## src/rtl/vga_timing_generator_if.sv

```systemverilog
// Raster timing bundle between the timing generator and the pixel pipeline.
// The generator drives positions, syncs and strobes; the consumer supplies the pixel-advance enable.
interface vga_timing_generator_if #(
    parameter int CNT_W = 16
);
    logic             en;
    logic [CNT_W-1:0] h_count;
    logic [CNT_W-1:0] v_count;
    logic             h_sync;
    logic             v_sync;
    logic             video_on;
    logic             line_end;
    logic             frame_end;

    modport master (
        input  en,
        output h_count,
        output v_count,
        output h_sync,
        output v_sync,
        output video_on,
        output line_end,
        output frame_end
    );

    modport slave (
        output en,
        input  h_count,
        input  v_count,
        input  h_sync,
        input  v_sync,
        input  video_on,
        input  line_end,
        input  frame_end
    );
endinterface

```

## src/rtl/vga_timing_generator.sv

```systemverilog
// Horizontal/vertical raster counters with registered sync and active-video decodes
// aligned to the counts, plus combinational line/frame boundary strobes.
module vga_timing_generator #(
    parameter int H_ACTIVE   = 640,
    parameter int H_FP       = 16,
    parameter int H_SYNC     = 96,
    parameter int H_BP       = 48,
    parameter int V_ACTIVE   = 480,
    parameter int V_FP       = 10,
    parameter int V_SYNC     = 2,
    parameter int V_BP       = 33,
    parameter bit H_SYNC_POL = 1'b0,
    parameter bit V_SYNC_POL = 1'b0,
    parameter int CNT_W      = 16
) (
    input  logic                   clk_25MHz,
    input  logic                   rst_n,
    vga_timing_generator_if.master vga
);

    localparam int H_TOTAL = H_ACTIVE + H_FP + H_SYNC + H_BP;
    localparam int V_TOTAL = V_ACTIVE + V_FP + V_SYNC + V_BP;

    generate
        if (H_ACTIVE < 1 || H_FP < 1 || H_SYNC < 1 || H_BP < 1 ||
            V_ACTIVE < 1 || V_FP < 1 || V_SYNC < 1 || V_BP < 1) begin : g_bad_period
            $error("vga_timing_generator: every period parameter must be at least 1");
        end
        if (longint'(H_TOTAL) > (longint'(1) << CNT_W) ||
            longint'(V_TOTAL) > (longint'(1) << CNT_W)) begin : g_bad_width
            $error("vga_timing_generator: CNT_W too narrow for H_TOTAL/V_TOTAL");
        end
    endgenerate

    localparam logic [CNT_W-1:0] H_LAST       = CNT_W'(H_TOTAL - 1);
    localparam logic [CNT_W-1:0] H_ACT_END    = CNT_W'(H_ACTIVE);
    localparam logic [CNT_W-1:0] H_SYNC_BEGIN = CNT_W'(H_ACTIVE + H_FP);
    localparam logic [CNT_W-1:0] H_SYNC_END   = CNT_W'(H_ACTIVE + H_FP + H_SYNC);
    localparam logic [CNT_W-1:0] V_LAST       = CNT_W'(V_TOTAL - 1);
    localparam logic [CNT_W-1:0] V_ACT_END    = CNT_W'(V_ACTIVE);
    localparam logic [CNT_W-1:0] V_SYNC_BEGIN = CNT_W'(V_ACTIVE + V_FP);
    localparam logic [CNT_W-1:0] V_SYNC_END   = CNT_W'(V_ACTIVE + V_FP + V_SYNC);

    logic [CNT_W-1:0] h_count;
    logic [CNT_W-1:0] v_count;
    logic [CNT_W-1:0] h_next;
    logic [CNT_W-1:0] v_next;
    logic             h_sync;
    logic             v_sync;
    logic             video_on;
    logic             line_end;
    logic             frame_end;

    // Next positions are only consumed when en is high, so they assume an advancing pixel.
    always_comb begin
        line_end  = vga.en && (h_count == H_LAST);
        frame_end = line_end && (v_count == V_LAST);
        h_next    = line_end ? '0 : h_count + CNT_W'(1);
        v_next    = v_count;
        if (line_end) begin
            v_next = (v_count == V_LAST) ? '0 : v_count + CNT_W'(1);
        end
    end

    // Decodes are taken from the next counts so they land on the same edge as the counts they describe.
    always_ff @(posedge clk_25MHz or negedge rst_n) begin
        if (!rst_n) begin
            h_count  <= '0;
            v_count  <= '0;
            h_sync   <= ~H_SYNC_POL;
            v_sync   <= ~V_SYNC_POL;
            video_on <= 1'b1;
        end else if (vga.en) begin
            h_count  <= h_next;
            v_count  <= v_next;
            h_sync   <= ((h_next >= H_SYNC_BEGIN) && (h_next < H_SYNC_END)) ? H_SYNC_POL : ~H_SYNC_POL;
            v_sync   <= ((v_next >= V_SYNC_BEGIN) && (v_next < V_SYNC_END)) ? V_SYNC_POL : ~V_SYNC_POL;
            video_on <= (h_next < H_ACT_END) && (v_next < V_ACT_END);
        end
    end

    assign vga.h_count   = h_count;
    assign vga.v_count   = v_count;
    assign vga.h_sync    = h_sync;
    assign vga.v_sync    = v_sync;
    assign vga.video_on  = video_on;
    assign vga.line_end  = line_end;
    assign vga.frame_end = frame_end;

endmodule

```

## src/flat_wrapper.sv

```systemverilog
// flat-port wrapper written by rule: the top's interface ports become plain ports
module vga_timing_generator_flat 
#(
    parameter int H_ACTIVE   = 640,
    parameter int H_FP       = 16,
    parameter int H_SYNC     = 96,
    parameter int H_BP       = 48,
    parameter int V_ACTIVE   = 480,
    parameter int V_FP       = 10,
    parameter int V_SYNC     = 2,
    parameter int V_BP       = 33,
    parameter bit H_SYNC_POL = 1'b0,
    parameter bit V_SYNC_POL = 1'b0,
    parameter int CNT_W      = 16
)
  (clk_25MHz, rst_n, vga_en, vga_h_count, vga_v_count, vga_h_sync, vga_v_sync, vga_video_on, vga_line_end, vga_frame_end);
  vga_timing_generator_if #(.CNT_W(CNT_W)) vga_i ();
  input  logic clk_25MHz;
  input  logic rst_n;
  input wire logic [$bits(vga_i.en)-1:0] vga_en;
  output wire logic [$bits(vga_i.h_count)-1:0] vga_h_count;
  output wire logic [$bits(vga_i.v_count)-1:0] vga_v_count;
  output wire logic [$bits(vga_i.h_sync)-1:0] vga_h_sync;
  output wire logic [$bits(vga_i.v_sync)-1:0] vga_v_sync;
  output wire logic [$bits(vga_i.video_on)-1:0] vga_video_on;
  output wire logic [$bits(vga_i.line_end)-1:0] vga_line_end;
  output wire logic [$bits(vga_i.frame_end)-1:0] vga_frame_end;
  assign vga_i.en = vga_en;
  assign vga_h_count = vga_i.h_count;
  assign vga_v_count = vga_i.v_count;
  assign vga_h_sync = vga_i.h_sync;
  assign vga_v_sync = vga_i.v_sync;
  assign vga_video_on = vga_i.video_on;
  assign vga_line_end = vga_i.line_end;
  assign vga_frame_end = vga_i.frame_end;
  vga_timing_generator #(.H_ACTIVE(H_ACTIVE), .H_FP(H_FP), .H_SYNC(H_SYNC), .H_BP(H_BP), .V_ACTIVE(V_ACTIVE), .V_FP(V_FP), .V_SYNC(V_SYNC), .V_BP(V_BP), .H_SYNC_POL(H_SYNC_POL), .V_SYNC_POL(V_SYNC_POL), .CNT_W(CNT_W)) u_core (.clk_25MHz(clk_25MHz), .rst_n(rst_n), .vga(vga_i));
endmodule
```

## config.mk

```make
export PLATFORM = sky130hd
export DESIGN_NAME = vga_timing_generator_flat
export DESIGN_NICKNAME = d
export VERILOG_FILES = /design/src/rtl/vga_timing_generator_if.sv /design/src/rtl/vga_timing_generator.sv /design/src/flat_wrapper.sv
export SDC_FILE = /design/constraint.sdc
export NUM_CORES = 1
export LEC_CHECK = 0
export ABC_AREA = 1
export CAP_MARGIN = 10
export CORE_ASPECT_RATIO = 0.7
export CORE_MARGIN = 8
export CORE_UTILIZATION = 35
export CTS_CLUSTER_SIZE = 16
export DETAILED_ROUTE_END_ITERATION = 16
export PLACE_DENSITY_LB_ADDON = 0.2
export SETUP_SLACK_MARGIN = 0.3
export SLEW_MARGIN = 0
export SYNTH_ARGS = -nofsm -noshare
export SYNTH_HDL_FRONTEND = slang
export SYNTH_SLANG_ARGS = --single-unit
export TNS_END_PERCENT = 100
```

## constraint.sdc

```tcl
create_clock -name clk_25MHz -period 3.3 [get_ports clk_25MHz]
set_input_delay 0.66 -clock clk_25MHz [delete_from_list [all_inputs] [get_ports clk_25MHz]]
set_output_delay 0.66 -clock clk_25MHz [all_outputs]
set_load 0.01 [all_outputs]
```

==> impl_metrics.tcl <==
set metrics [dict create \
    status "completed" \
    drive_gt1_share_pct 11.82 \
    clk_latency_ns 0.29 \
    cts_sinks 35 \
    crit_path_end_kind "primary output" \
    drt_iter0_markers 159 \
    maxCapViolCount 0 \
    setup_tns_ns 0 \
    path_class "input port to primary output" \
    viasPerCell 4.783 \
    fin_skew_ns 0.009321 \
    ant_nets 0 \
    core_area_mm2 0.007189 \
    tightest_slew_ns 0.8394 \
    reg2reg_setup_slack_ns 1.03 \
    antennaDiodeCount 0 \
    initial_core_util_pct 35.54 \
    slew_headroom_pct 44.04 \
    synth_cells 393 \
    hold_slack_ns 0.4720 \
    muxShareOfSynthArea_pct 0 \
    r2r_cells 14 \
    io_pins 40 \
    fin_crit_ns 2.855 \
    synth_compound_area_share_pct 6.905 \
    reg2reg_to "u_core.vga.v_sync$_DFFE_PN1P_" \
    powerDensity_mw_per_mm2 416.4 \
    synth_nets 399 \
    drcViolationCount 0 \
    grt_pass1_vias 2347 \
    stdcell_area_mm2 0.003176 \
    gp_congestion 0.9128 \
    total_power_mw 1.322 \
    root_buffer "clkbuf_8" \
    synthAdderAreaFrac_pct 1.469 \
    multiInputGateArea_mm2 0.001446 \
    synth_simple_gate_area_share_pct 45.79 \
    dieArea_mm2 0.01033 \
    critPathArrivalTime_ns 2.19 \
    setup_viol 0 \
    clock.fmax_mhz 350.3 \
    fillers 727 \
    wl_per_cell_um 13.62 \
    die_y_um 87.49 \
    required_ns 2.64 \
    vias 2573 \
    async_flop_share_pct 100.0 \
    clkTransAtPathRegs_ns 0.07 \
    cp_max_fo 3 \
    cts_tree "yes" \
    syn_area_mm2 0.002555 \
    grt_antenna_before_repair 0 \
    cts_max_path_buffers 2 \
    area_delta_synth_final_pct 24.29 \
    yosys.area.top_type "dfrtp_1" \
    yosysUniqueCellTypes 31 \
    die_w_um 118.1 \
    cts_buffers 5 \
    synth_edf_count 0 \
    grt_first_pass_wirelength_um 12070 \
    leakagePower_nw 1.523 \
    htreeDepth 2 \
    grt_overflow 0 \
    synth-xor-area-share_pct 2.351 \
    ys_top_cells_by_count "nand2_1 (127), nor2_1 (60), inv_1 (49)" \
    hold_viol_final 0 \
    synth_ff_type "dfrtp_1" \
    dr.pass1.iters 4 \
    placed_area_mm2 0.003063 \
    grt_max_degree 36 \
    cts_hold_buf 0 \
    synth.avg_cell_area_um2 6.501 \
    netlist_top_cells_area "dfrtp_1 (31%), nand2_1 (19%), nor2_1 (8.8%)" \
    ff_latch_area_um2 879.6 \
    finalCoreUtilization_pct 44.17 \
    post-route-period-util_pct 86.51 \
    dp.final_hpwl_um 5631 \
    synth_top_family_by_area "simple AND/OR/NAND/NOR gates" \
    routed_wl_um 7327 \
    drv_slew 0 \
    ir_worst_vdd_mv 0.3347 \
    ys_ff_latch 35 \
    yosysWarnings 0 \
    start_kind "input port" \
    rsz0062_at_grt "false" \
    synth_seq_area_share_pct 34.43 \
    min_path_type "input port to async pin" \
    grt_use_total_pct 14.49 \
    synth_top_area_share_pct 31.34 \
    r2r_start "u_core.vga.h_count[1]$_DFFE_PN0P_" \
    fp-row-count 26 \
    io_buffers 39 \
    yosysMostFrequentCell "nand2_1" \
    fin_nets 445 \
]
-- kinds of logic (layout without fill, tap and decap cells) --
group                    after synthesis  count (layout)
AO/OA/AOI/OAI                         32              32
XOR/XNOR                               6               6
adder cells (fa/ha/maj)                3               3
buffers and inverters                 59             106
flip-flops                            35              35
AND/OR/NAND/NOR                      258             258
-- metal layers --
layer | wire (um) | track usage, %
met5 | 0 | 0
met4 | 57 | 2.894
met3 | 476 | 3.497
met2 | 2962 | 20.77
met1 | 3831 | 21.24
-- worst max-delay path, cell delays in order --
cell and delay, ns:
clkdlybuf4s50_1 0.53, nand2_1 0.07, nor2_1 0.15, nand2_2 0.08, nor2_4 0.15, clkdlybuf4s50_1 0.56
-- placed cells by master, fill, tap and decap left out, types with 3 or more instances in the layout --
master             n
o21ai_1            3
o21ai_0           22
inv_2              4
clkbuf_8           7
xor2_1             4
nor2_1            59
clkdlybuf4s50_1   37
buf_4              4
nand2_1          127
nor2_4             8
nand4_1            9
dfrtp_1           32
nand3_1           29
nor2_2             4
inv_1             49
dfstp_2            3
nor3_1             4
ha_1               3
a21oi_1            3
nand2_2           12
-- state kept, by name (all words and copies together) (netlist names) --
name,count
u_core.vga.h_count,16
u_core.vga.v_count,16
u_core.vga.h_sync,1
u_core.vga.v_sync,1
u_core.vga.video_on,1
-- worst max path at each step --
stage | cells past startpoint | endpoint | startpoint
final | 6 | vga_line_end | vga_en
after floorplan | 6 | vga_frame_end | vga_en
after CTS | 8 | vga_frame_end | vga_en
after global placement | 8 | vga_frame_end | vga_en
after detailed placement | 8 | vga_frame_end | vga_en
after global routing | 6 | vga_line_end | vga_en
-- power by group --
part / leakage (nW) / internal (mW) / switching, mW
Clock: 0.0515 / 0.191 / 0.160
Sequential: 0.412 / 0.478 / 0.0890
Combinational: 1.06 / 0.174 / 0.230
Total: 1.52 / 0.843 / 0.480
-- what timing repair did --
action                     4_1_cts  5_1_grt
resized for setup                0        2
setup endpoints to repair        1        1
buffers inserted                 1        0
-- through the flow --
step / std cells / worst slack [ns]
final: 538 / 0.4451
after global routing: 538 / 0.3399
after CTS: 538 / 0.3112
after detailed placement: 529 / 0.2445
after global placement: 529 / 0.2825
after floorplan: 393 / 1.384
-- layout make-up --
class | instances | share of cell area (%)
clock buffers | 8 | 3.152
inverters | 55 | 6.580
multi-input cells | 299 | 45.55
flip-flops and latches | 35 | 27.70
well taps | 98 | 3.861
repair buffers | 43 | 13.16
Power figures use the tool's default switching activity.
